## src/rtl/imm_ext_pkg.sv

```systemverilog
// Shared types for the immediate-extension pipeline stage.
//   ext_mode_t   : extension mode selected by the decoder
//   skid_state_t : occupancy of the 2-entry skid buffer
package imm_ext_pkg;

    typedef enum logic [1:0] {
        EXT_SIGN   = 2'd0,
        EXT_ZERO   = 2'd1,
        EXT_LUI    = 2'd2,
        EXT_BR_OFS = 2'd3
    } ext_mode_t;

    typedef enum logic [1:0] {
        SK_EMPTY = 2'd0,
        SK_ONE   = 2'd1,
        SK_FULL  = 2'd2
    } skid_state_t;

endpackage : imm_ext_pkg

```

## src/rtl/imm_extend_pipe_skid_buffer.sv

```systemverilog
// Generic 2-entry skid buffer (main/output register + skid register) with a
// valid/ready handshake on both sides. in_ready is registered and never
// depends combinationally on out_ready.
//   clk, rst_n          : clock, async active-low reset
//   in_valid/in_ready   : upstream handshake, in_data payload
//   out_valid/out_ready : downstream handshake, out_data payload
module skid_buffer
    import imm_ext_pkg::*;
#(
    parameter int unsigned W = 8
) (
    input  logic         clk,
    input  logic         rst_n,
    input  logic         in_valid,
    output logic         in_ready,
    input  logic [W-1:0] in_data,
    output logic         out_valid,
    input  logic         out_ready,
    output logic [W-1:0] out_data
);

    skid_state_t  state;
    skid_state_t  next_state;
    logic [W-1:0] skid_data;
    logic         acc;
    logic         drain;
    logic         load_main;
    logic         load_skid;
    logic         skid_to_main;

    // Next-state and register-enable decode
    always_comb begin
        next_state   = state;
        load_main    = 1'b0;
        load_skid    = 1'b0;
        skid_to_main = 1'b0;
        acc          = in_valid & in_ready;
        drain        = out_valid & out_ready;
        case (state)
            SK_EMPTY: begin
                if (acc) begin
                    load_main  = 1'b1;
                    next_state = SK_ONE;
                end
            end
            SK_ONE: begin
                if (acc && drain) begin
                    load_main  = 1'b1;
                end else if (acc) begin
                    load_skid  = 1'b1;
                    next_state = SK_FULL;
                end else if (drain) begin
                    next_state = SK_EMPTY;
                end
            end
            SK_FULL: begin
                if (drain) begin
                    skid_to_main = 1'b1;
                    next_state   = SK_ONE;
                end
            end
            default: begin
                next_state = SK_EMPTY;
            end
        endcase
    end

    // State register plus registered handshake flags
    always_ff @(posedge clk or negedge rst_n) begin
        if (!rst_n) begin
            state     <= SK_EMPTY;
            out_valid <= 1'b0;
            in_ready  <= 1'b1;
        end else begin
            state     <= next_state;
            out_valid <= (next_state != SK_EMPTY);
            in_ready  <= (next_state != SK_FULL);
        end
    end

    // Payload storage; only written on a qualified transfer so idle X never enters
    always_ff @(posedge clk or negedge rst_n) begin
        if (!rst_n) begin
            out_data  <= '0;
            skid_data <= '0;
        end else begin
            if (load_main) begin
                out_data <= in_data;
            end else if (skid_to_main) begin
                out_data <= skid_data;
            end
            if (load_skid) begin
                skid_data <= in_data;
            end
        end
    end

endmodule : skid_buffer

```

## src/rtl/imm_extend_pipe.sv

```systemverilog
// Pipelined immediate-extension unit (decode -> execute). Extends an IN_W-bit
// immediate to OUT_W bits (sign / zero / LUI / branch offset) and passes the
// result with its tag through a 2-entry skid buffer. Latency 1, throughput 1.
//   clk, rst_n                 : clock, async active-low reset
//   in_valid/in_ready          : upstream handshake
//   in_imm, in_mode, in_tag    : immediate, ext_mode_t, sideband tag
//   out_valid/out_ready        : downstream handshake
//   out_data, out_tag, out_neg : result, its tag, result MSB
module imm_extend_pipe
    import imm_ext_pkg::*;
#(
    parameter int unsigned IN_W  = 16,
    parameter int unsigned OUT_W = 32,
    parameter int unsigned TAG_W = 5
) (
    input  logic             clk,
    input  logic             rst_n,
    input  logic             in_valid,
    output logic             in_ready,
    input  logic [IN_W-1:0]  in_imm,
    input  logic [1:0]       in_mode,
    input  logic [TAG_W-1:0] in_tag,
    output logic             out_valid,
    input  logic             out_ready,
    output logic [OUT_W-1:0] out_data,
    output logic [TAG_W-1:0] out_tag,
    output logic             out_neg
);

    localparam int unsigned PAY_W = OUT_W + TAG_W;
    localparam int unsigned EXT_W = OUT_W - IN_W;

    if ((IN_W < 2) || (OUT_W < IN_W + 2)) begin : g_param_check
        $error("imm_extend_pipe: need IN_W >= 2 and OUT_W >= IN_W+2");
    end

    // Extension datapath
    function automatic logic [OUT_W-1:0] imm_extend(input logic [IN_W-1:0] imm,
                                                    input ext_mode_t      mode);
        logic [OUT_W-1:0] sx;
        logic [OUT_W-1:0] res;
        sx = {{EXT_W{imm[IN_W-1]}}, imm};
        case (mode)
            EXT_SIGN:   res = sx;
            EXT_ZERO:   res = {{EXT_W{1'b0}}, imm};
            EXT_LUI:    res = {imm, {EXT_W{1'b0}}};
            EXT_BR_OFS: res = {sx[OUT_W-3:0], 2'b00};
            default:    res = sx;
        endcase
        return res;
    endfunction

    logic [PAY_W-1:0] pay_in;
    logic [PAY_W-1:0] pay_out;

    assign pay_in = {in_tag, imm_extend(in_imm, ext_mode_t'(in_mode))};

    skid_buffer #(
        .W (PAY_W)
    ) u_skid (
        .clk       (clk),
        .rst_n     (rst_n),
        .in_valid  (in_valid),
        .in_ready  (in_ready),
        .in_data   (pay_in),
        .out_valid (out_valid),
        .out_ready (out_ready),
        .out_data  (pay_out)
    );

    // Result fields come straight from the buffer's output register
    assign out_data = pay_out[OUT_W-1:0];
    assign out_tag  = pay_out[PAY_W-1:OUT_W];
    assign out_neg  = pay_out[OUT_W-1];

endmodule : imm_extend_pipe

```

## config.mk

```make
export PLATFORM = sky130hd
export DESIGN_NAME = imm_extend_pipe
export DESIGN_NICKNAME = d
export VERILOG_FILES = /design/src/rtl/imm_ext_pkg.sv /design/src/rtl/imm_extend_pipe_skid_buffer.sv /design/src/rtl/imm_extend_pipe.sv
export SDC_FILE = /design/constraint.sdc
export NUM_CORES = 1
export LEC_CHECK = 0
export CELL_PAD_IN_SITES_DETAIL_PLACEMENT = 1
export CELL_PAD_IN_SITES_GLOBAL_PLACEMENT = 1
export CORE_ASPECT_RATIO = 1.25
export CORE_MARGIN = 5
export CORE_UTILIZATION = 50
export CTS_CLUSTER_DIAMETER = 60
export DETAILED_ROUTE_END_ITERATION = 16
export DONT_BUFFER_PORTS = 1
export PLACE_DENSITY = 0.86
export SLEW_MARGIN = 20
export SYNTH_ARGS = -nofsm -noshare
export SYNTH_HDL_FRONTEND = slang
export SYNTH_SLANG_ARGS = --single-unit
```

## constraint.sdc

```tcl
create_clock -name clk -period 1.93 [get_ports clk]
set_input_delay 0.0965 -clock clk [delete_from_list [all_inputs] [get_ports clk]]
set_output_delay 0.0965 -clock clk [all_outputs]
set_load 0.005 [all_outputs]
```

==> qor.yml <==
status: "finished clean"
timing.slew.headroom: 0.480
final_hold_viol_count: 0
cts_sinks: 78
seq_area_frac_synth: 0.534
internal_power_uw: 4130
ir_drop_uv: 642
layout.nets: 339
critical_path.max_fanout: 14
root_buffer: "clkbuf_8"
n_antenna_cell: 0
boundaryPins: 67
whs_ps: 3.44
arrival_ps: 2050
wl_per_cell_um: 23.9
tritoncts: "yes"
die-area_um2: 9140
tightest_slew_ps: 776
synth_seq_cells: 78
gp_congestion: 0.867
grt_overflow_total: 0
slowest_delay_ps: 920
ys_types: 33
ys.flop_type: "dfrtp_1"
antenna_left: 0
skew_ps: 11.6
synthArstFlopShare: 1.00
clk_path_buf_depth: 2
wl_mm: 9.73
placed_area_um2: 3670
synthTopCellsByArea: "dfrtp_1 (53%), mux2i_1 (8.2%), o21ai_0 (5.2%), a221o_1 (4.9%), a22oi_1 (3.7%)"
first_pass_iters: 4
yosysTopAreaCellShare: 0.527
antenna_found_initial: 0
worstPathRequired_ps: 2210
cap_violations: 0
viasPerCell: 6.36
path_class: "input port to register"
setup_violations: 0
cts.reportedPaths.clkPinSlew_ps: 90
min_from: "in_imm[14]"
p_leak_uw: 0.00200
syn-num-nets: 324
cp-startpoint: "in_imm[15]"
final.period_utilization: 0.919
synth_most_common_cell: "dfrtp_1"
clkPwrFrac: 0.223
instances_no_fill: 407
crit_buf_inv: 2
power_density_nw_per_um2: 1540
track_usage: 0.218
dpl.hpwl_mm: 6.07
finalCriticalPeriod_ps: 1770
netSwitchingPower_uw: 2240
drc: 0
p_sw_frac: 0.352
worstPathCellList: "dlygate4sd3_1, o21ai_0, dlygate4sd3_1, o21ai_0"
synth_edf_count: 0
cts_made_buffers: 9
fmax_mhz: 564
htreeDepth: 3
finish.instance_area_um2: 4130
initial_core_util: 0.518
rsz0062_at_grt: "no"
tns_ps: 0
synthCells: 297
grt_pass1_wl_mm: 15.4
drt-initial-drc-count: 181
p_comb_frac: 0.311
cp-end-kind: "register"
io_buffers: 0
cpMaxStageDelayCell: "dlygate4sd3_1"
hp-class: "input port to register"
synth_top_area_cell: "dfrtp_1"
grt_max_degree: 79
fillers: 742
first_global_vias: 2811
slew_violations: 0
post_cts_buffers: 0
core.rowCount: 34
seq_power_share: 0.466
clk_latency_ps: 350
syn_avg_cell_area_um2: 12.3
final_layout_size_suffix_gt1_frac: 0.167
ys_warn_count: 0
core_area_um2: 7060
synth_common_cells: "dfrtp_1 (77), o21ai_0 (38), mux2i_1 (30)"
r2r_start: "u_skid.in_ready"
synth_area_um2: 3660
die_h_um: 106
dp.cells: 370
startpoint_type: "input port"
critical_path.top_delay_family: "buffers and inverters"
die_w_um: 86.5
area_growth_pct: 13.0
vias: 2588
placed cells by master (no fill, tap or decap), drive strengths merged:
master       instances
o21ai               40
nand3b               1
a22o                11
a21bo                1
dfstp                1
o22ai                1
clkinvlp             1
bufinv               2
clkbuf               9
nand4b               1
a21boi               1
nand2               10
nor2                 2
and4b                1
o221ai               4
nor2b                4
xnor2                1
mux2i               30
dfrtp               77
a22oi               18
and2                20
and3b                1
inv                 10
a221o               18
mux2                20
dlygate4sd3         20
buf                  9
or2                  1
a21oi                2
cell families (layout without fill, tap and decap cells):
| family | count (synthesis) | count (layout) | share of synthesized area |
|---|---|---|---|
| compound gates | 96 | 96 | 0.190 |
| simple gates | 41 | 41 | 0.0705 |
| flops | 78 | 78 | 0.534 |
| xor+xnor | 1 | 1 | 0.00240 |
| mux | 50 | 50 | 0.153 |
| buf+inv | 31 | 51 | 0.0499 |
repair_timing:
item | CTS | global route
hold buffers | 21 | 0
setup endpoints to repair | 0 | 0
resized for setup | 0 | 0
endpoints found under the hold margin | 116 | 0
metrics by stage:
stage	util	total power, µW	worst slack (ps)
6_report	0.585	6380	157
3_3_place_gp	0.520	4760	237
5_1_grt	0.585	6760	14.4
4_1_cts	0.584	6400	177
3_5_place_dp	0.520	4890	188
2_1_floorplan	-	4390	361
power groups by stage:
stage,Combinational [µW],Clock [µW],Sequential (µW)
5_1_grt,2170,1510,3070
6_report,1980,1420,2970
2_1_floorplan,1600,0,2790
3_5_place_dp,1880,0,3000
3_3_place_gp,1800,0,2960
4_1_cts,1990,1440,2980
sequential cells by signal (all words and copies together) (netlist names):
signal	count
u_skid.state	2
u_skid.in_ready	1
u_skid.out_valid	1
u_skid.out_data	37
u_skid.skid_data	37
worst paths after layout:
| kind | to | slack [ps] | cells past startpoint |
|---|---|---|---|
| max in group asynchronous | u_skid.in_ready | 1260 | 2 |
| min in group asynchronous | u_skid.skid_data[21] | 300 | 2 |
| worst min-delay path | u_skid.skid_data[14] | 3 | 2 |
| worst max register to register | u_skid.skid_data[11] | 160 | 3 |
| worst min register to register | u_skid.skid_data[32] | 500 | 1 |
| worst max-delay path | u_skid.skid_data[31] | 160 | 4 |
routing by layer:
layer,part of all wire,wire length [µm],global-route usage,vias up
met5,0,0,0,-
met4,0.026,255,0.0913,0
met3,0.063,609,0.0578,26
met1,0.40,3890,0.270,1340
met2,0.51,4970,0.357,95
li1,-,-,-,1127
final cells by class:
| type | instances | area [µm²] | area share |
|---|---|---|---|
| clock buffers | 9 | 124 | 0.0300 |
| clock inverters | 7 | 103 | 0.0248 |
| inverters | 6 | 22.5 | 0.00545 |
| multi-input cells | 188 | 1530 | 0.370 |
| flip-flops and latches | 78 | 1950 | 0.472 |
| well taps | 90 | 113 | 0.0272 |
| repair buffers | 29 | 288 | 0.0696 |
Note: power is estimated with default switching activity, not from simulation.
